**src/rtl/addsub_pkg.sv**
```systemverilog
// rtl/addsub_pkg.sv - shared state encoding and mode constants for serial_addsub
//   state_t  : IDLE / RUN / DONE control states
//   MODE_*   : in_sub encodings
package addsub_pkg;

  typedef enum logic [1:0] {
    IDLE = 2'd0,
    RUN  = 2'd1,
    DONE = 2'd2
  } state_t;

  localparam logic MODE_ADD = 1'b0;
  localparam logic MODE_SUB = 1'b1;

endpackage

```
**src/rtl/addsub_digit.sv**
```systemverilog
// rtl/addsub_digit.sv - combinational DIGIT-bit ripple-carry slice
//   a, b  in  DIGIT  operand digits
//   cin   in  1      carry into bit 0
//   sum   out DIGIT  digit sum
//   cout  out 1      carry out of the MSB
//   cmsb  out 1      carry into the MSB (overflow detection)
module addsub_digit #(
  parameter int DIGIT = 4
) (
  input  logic [DIGIT-1:0] a,
  input  logic [DIGIT-1:0] b,
  input  logic             cin,
  output logic [DIGIT-1:0] sum,
  output logic             cout,
  output logic             cmsb
);

  logic [DIGIT:0] c;

  always_comb begin
    c    = '0;
    sum  = '0;
    c[0] = cin;
    for (int i = 0; i < DIGIT; i++) begin
      sum[i]   = a[i] ^ b[i] ^ c[i];
      c[i+1]   = (a[i] & b[i]) | (c[i] & (a[i] ^ b[i]));
    end
  end

  assign cout = c[DIGIT];
  assign cmsb = c[DIGIT-1];

endmodule

```
**src/rtl/serial_addsub.sv**
```systemverilog
// rtl/serial_addsub.sv - digit-serial adder/subtractor with valid/ready handshakes
//   clk, rst            clock, synchronous active-high reset
//   in_valid/in_ready   operand handshake (ready only in IDLE)
//   in_a, in_b          operands; in_sub selects a-b-cin, in_cin carry/borrow-in
//   out_valid/out_ready result handshake (valid only in DONE)
//   out_s               result; out_cout carry (sub: 1 = no borrow)
//   out_ovf, out_zero   signed overflow, result-is-zero
module serial_addsub
  import addsub_pkg::*;
#(
  parameter int WIDTH = 16,
  parameter int DIGIT = 4
) (
  input  logic             clk,
  input  logic             rst,
  input  logic             in_valid,
  output logic             in_ready,
  input  logic [WIDTH-1:0] in_a,
  input  logic [WIDTH-1:0] in_b,
  input  logic             in_sub,
  input  logic             in_cin,
  output logic             out_valid,
  input  logic             out_ready,
  output logic [WIDTH-1:0] out_s,
  output logic             out_cout,
  output logic             out_ovf,
  output logic             out_zero
);

  localparam int N  = WIDTH / DIGIT;
  localparam int CW = (N > 1) ? $clog2(N) : 1;

  state_t           state, state_nxt;
  logic [CW-1:0]    count;
  logic [WIDTH-1:0] a_r, b_r, acc_r, acc_nxt;
  logic             carry;
  logic             last;

  logic [DIGIT-1:0] slice_sum;
  logic             slice_cout, slice_cmsb;

  addsub_digit #(.DIGIT(DIGIT)) u_digit (
    .a    (a_r[DIGIT-1:0]),
    .b    (b_r[DIGIT-1:0]),
    .cin  (carry),
    .sum  (slice_sum),
    .cout (slice_cout),
    .cmsb (slice_cmsb)
  );

  // Each new digit enters at the MSB end so after N shifts the LSB digit
  // has walked down to bit 0.
  generate
    if (DIGIT == WIDTH) begin : g_full
      assign acc_nxt = slice_sum;
    end else begin : g_shift
      assign acc_nxt = {slice_sum, acc_r[WIDTH-1:DIGIT]};
    end
  endgenerate

  assign last = (count == CW'(N - 1));

  always_ff @(posedge clk) begin
    if (rst) state <= IDLE;
    else     state <= state_nxt;
  end

  always_comb begin
    state_nxt = state;
    in_ready  = 1'b0;
    out_valid = 1'b0;
    case (state)
      IDLE: begin
        in_ready = 1'b1;
        if (in_valid) state_nxt = RUN;
      end
      RUN: begin
        if (last) state_nxt = DONE;
      end
      DONE: begin
        out_valid = 1'b1;
        if (out_ready) state_nxt = IDLE;
      end
      default: state_nxt = IDLE;
    endcase
  end

  // Subtraction is a + ~b + ~cin, so a borrow-in becomes a missing carry.
  always_ff @(posedge clk) begin
    if (rst) begin
      count    <= '0;
      out_s    <= '0;
      out_cout <= 1'b0;
      out_ovf  <= 1'b0;
      out_zero <= 1'b0;
    end else begin
      case (state)
        IDLE: begin
          if (in_valid) begin
            a_r   <= in_a;
            b_r   <= (in_sub == MODE_SUB) ? ~in_b : in_b;
            carry <= (in_sub == MODE_SUB) ? ~in_cin : in_cin;
            count <= '0;
          end
        end
        RUN: begin
          a_r   <= a_r >> DIGIT;
          b_r   <= b_r >> DIGIT;
          acc_r <= acc_nxt;
          carry <= slice_cout;
          if (last) begin
            out_s    <= acc_nxt;
            out_cout <= slice_cout;
            out_ovf  <= slice_cmsb ^ slice_cout;
            out_zero <= (acc_nxt == '0);
          end else begin
            count <= count + CW'(1);
          end
        end
        default: ;
      endcase
    end
  end

endmodule

```
**config.mk**
```make
export PLATFORM = sky130hd
export DESIGN_NAME = serial_addsub
export DESIGN_NICKNAME = d
export VERILOG_FILES = /design/src/rtl/addsub_pkg.sv /design/src/rtl/addsub_digit.sv /design/src/rtl/serial_addsub.sv
export SDC_FILE = /design/constraint.sdc
export NUM_CORES = 1
export LEC_CHECK = 0
export CAP_MARGIN = 15
export CORE_ASPECT_RATIO = 1.4
export CORE_MARGIN = 2
export CORE_UTILIZATION = 43
export CTS_CLUSTER_DIAMETER = 150
export DETAILED_ROUTE_END_ITERATION = 10
export PLACE_DENSITY = 0.74
export REMOVE_ABC_BUFFERS = 1
export SLEW_MARGIN = 20
export SYNTH_ARGS = -nofsm -noshare
export SYNTH_HDL_FRONTEND = slang
export SYNTH_HIERARCHICAL = 1
export SYNTH_SLANG_ARGS = --single-unit
```
**constraint.sdc**
```tcl
create_clock -name clk -period 5.4 [get_ports clk]
set_input_delay 1.35 -clock clk [delete_from_list [all_inputs] [get_ports clk]]
set_output_delay 1.35 -clock clk [all_outputs]
set_load 0.01 [all_outputs]
```
==> flow_summary.ini <==
[run_status]
status = finished clean

[timing]
hold_viol_final = 0
fmax_mhz = 333.2
fin_crit_ns = 3.001
grt_setup_unrepaired = no
setup_ws_ns = 2.399
fin_tns_setup_ns = 0
whs_ns = 0.4534
slew_headroom_pct = 38.93
tightest_slew_ns = 0.9132
finalMaxSlewViolations = 0
setup_viol = 0
period_share_pct = 55.57
skew_ns = 0.006038

[global_route]
grt_max_degree = 43
grt_pass1_wl_mm = 8.452
grt_pass1_vias = 1942
grt-ovfl-total = 0
antenna_found_initial = 0
grt_use_total_pct = 14.99

[cts]
cts_buffer_depth = 2
cts_made_buffers = 9
clk_pin_slew_ns = 0.07
cts.htree.levels = 3
cts_hold_buf = 0
clkSinkCount = 68
tritoncts = done
post_cts_resized = 0
clk-insertion-delay-late_ns = 0.34
cts_root_buf = clkbuf_8
cts_setup_buffers = 0

[setup_path]
worstPathMaxFanout = 12
crit_arrival_ns = 1.65
critPathLaunchType = flip-flop
critPathKind = reg2out
required_ns = 4.05
critPathCaptureType = output port
rr_worst_depth = 9

[min_path]
min_path_type = reg2reg
whs_path_depth = 2

[power_and_ir_drop]
p_leak_nw = 1.348
ir_drop_mv = 0.2173
power.internal_uw = 902.7
power_per_cell_area_nw_per_um2 = 312.0
p_switching_uw = 255.0
clock_power_share_pct = 38.4
finalPower_mw = 1.158
combPwrFrac_pct = 9.7
p_seq_share_pct = 52.0
p_sw_share_pct = 22.03

[detailed_routing]
dr.pass1.iters = 4
drcViolationCount = 0
finalWirelength_mm = 4.980
vias = 1976
drt-vias-per-instance = 4.879
drtIter0Drc = 178
wire_per_inst_um = 12.30
ant_nets = 0

[floorplan]
ios = 59
row_count = 35
die_x_um = 73.62
dieHeight_um = 101.5
start_util_pct = 44.42
coreArea_um2 = 6569
die_area_um2 = 7470

[logic_synthesis]
synth.avg_cell_area_um2 = 10.73
ys_seq_elements = 68
yosys_warnings = 6
synth_area_um2 = 2918
synth_cells = 272
synth_seq_area_share_pct = 62.09
synth_cell_types = 29

[placed_design]
io_buffers = 58
gp_congestion = 0.7295
post-dp-hpwl_mm = 3.371
placed_cells = 389
post-place-ws_ns = 2.315
place_area_um2 = 3505

[layout]
area_growth_syn_to_layout_pct = 27.19
stdcell_count = 405
fin_util_pct = 56.50
diodes = 0
nets = 369
drive_above_1_share_pct = 5.740
final_area_um2 = 3711

[run]
maxCapViolCount = 0
## synth_stat cells, drive strengths merged
| cell | instances | area [um^2] |
|---|---|---|
| nand2 | 83 | 311.6 |
| edfxtp | 45 | 1351 |
| dfxtp | 23 | 460.4 |
| a21oi | 20 | 100.1 |
| o21ai | 18 | 90.08 |
| xnor2 | 18 | 157.7 |
| buf | 14 | 98.84 |
| inv | 9 | 33.78 |
| nor2 | 9 | 33.78 |
| and2 | 6 | 37.54 |
| clkbuf | 4 | 15.01 |
| fa | 4 | 80.08 |
| nor3 | 3 | 15.01 |
| nor4 | 3 | 18.77 |
| nand2b | 2 | 12.51 |
| nand3b | 2 | 27.53 |
| a211oi | 1 | 7.510 |
| and2b | 1 | 7.510 |
| and3b | 1 | 8.760 |
| ha | 1 | 12.51 |
| mux2i | 1 | 10.01 |
| nand4 | 1 | 6.260 |
| nor2b | 1 | 6.260 |
| nor3b | 1 | 7.510 |
| or4 | 1 | 7.510 |
## sequential cells by signal, summed over array words and instances (netlist names)
name / flops
state: 2
a_r: 16
out_cout: 1
out_ovf: 1
b_r: 16
out_s: 16
acc_r: 12
carry: 1
out_zero: 1
count: 2
## layout make-up
| cell class | count | area (um^2) |
|---|---|---|
| clock buffer | 10 | 127.6 |
| multi-input combinational | 177 | 963.4 |
| timing repair buffer | 61 | 603.1 |
| tap | 74 | 92.59 |
| fill | 591 | 2858 |
| clock inverter | 6 | 78.83 |
| inverter | 9 | 33.78 |
| sequential | 68 | 1812 |
## critical path, stage by stage, from the launching register on
cell and delay, ns:
dfxtp_1 0.54, nor2b_1 0.21, clkdlybuf4s50_1 0.56
## kinds of logic (layout without fill, tap and decap cells)
| group | Yosys count | after routing | share of synthesized area, % |
|---|---|---|---|
| AOI/OAI and AO/OA | 39 | 39 | 6.775 |
| adders and majority gates | 5 | 5 | 3.173 |
| muxes | 1 | 1 | 0.3431 |
| and+or+nand+nor | 114 | 114 | 17.15 |
| DFF | 68 | 68 | 62.09 |
| xor gates and xnor gates | 18 | 18 | 5.403 |
| buffers and inverters | 27 | 86 | 5.060 |
## cell usage in the layout, fill, tap and decap left out
master	Yosys	final
clkinv_1	0	1
and3b_1	1	1
o21ai_0	13	13
ha_1	1	1
bufinv_16	0	2
nor3_1	3	2
and2_1	6	6
nor2b_1	1	1
clkinv_2	0	3
clkdlybuf4s50_1	0	58
xnor2_1	18	18
nand2_1	83	83
nor3_2	0	1
fa_1	4	4
clkbuf_1	4	1
or4_1	1	1
a21oi_1	20	20
a211oi_1	1	1
and2b_1	1	1
clkbuf_8	0	9
o21ai_1	5	5
dfxtp_1	23	23
nor4_1	3	3
inv_1	9	9
nor3b_1	1	1
nor2_1	9	9
nand3b_4	1	1
nand4_1	1	1
nand2b_1	2	2
edfxtp_1	45	45
nand3b_1	1	1
mux2i_1	1	1
buf_4	4	3
## routing by layer
layer / GRT usage (%) / wire (um)
met1: 17.19 / 2113
met2: 25.69 / 2537
met3: 3.284 / 208
met4: 7.972 / 121
met5: 0 / 0
## power by group through the flow
stage | logic [mW] | clock network (mW) | registers [mW]
2_1_floorplan | 0.0611 | 0 | 0.611
3_3_place_gp | 0.110 | 0 | 0.613
3_5_place_dp | 0.113 | 0 | 0.614
4_1_cts | 0.114 | 0.453 | 0.602
5_1_grt | 0.127 | 0.471 | 0.605
6_report | 0.112 | 0.444 | 0.602
## worst paths after layout
check | startpoint | to | slack (ns)
worst max register to register | b_r[0] | out_zero | 2.91
worst min-delay path | out_s[3] | out_s[3] | 0.45
worst max-delay path | state[1] | out_valid | 2.40
worst min register to register | out_s[3] | out_s[3] | 0.45
Power figures use the tool's default switching activity.
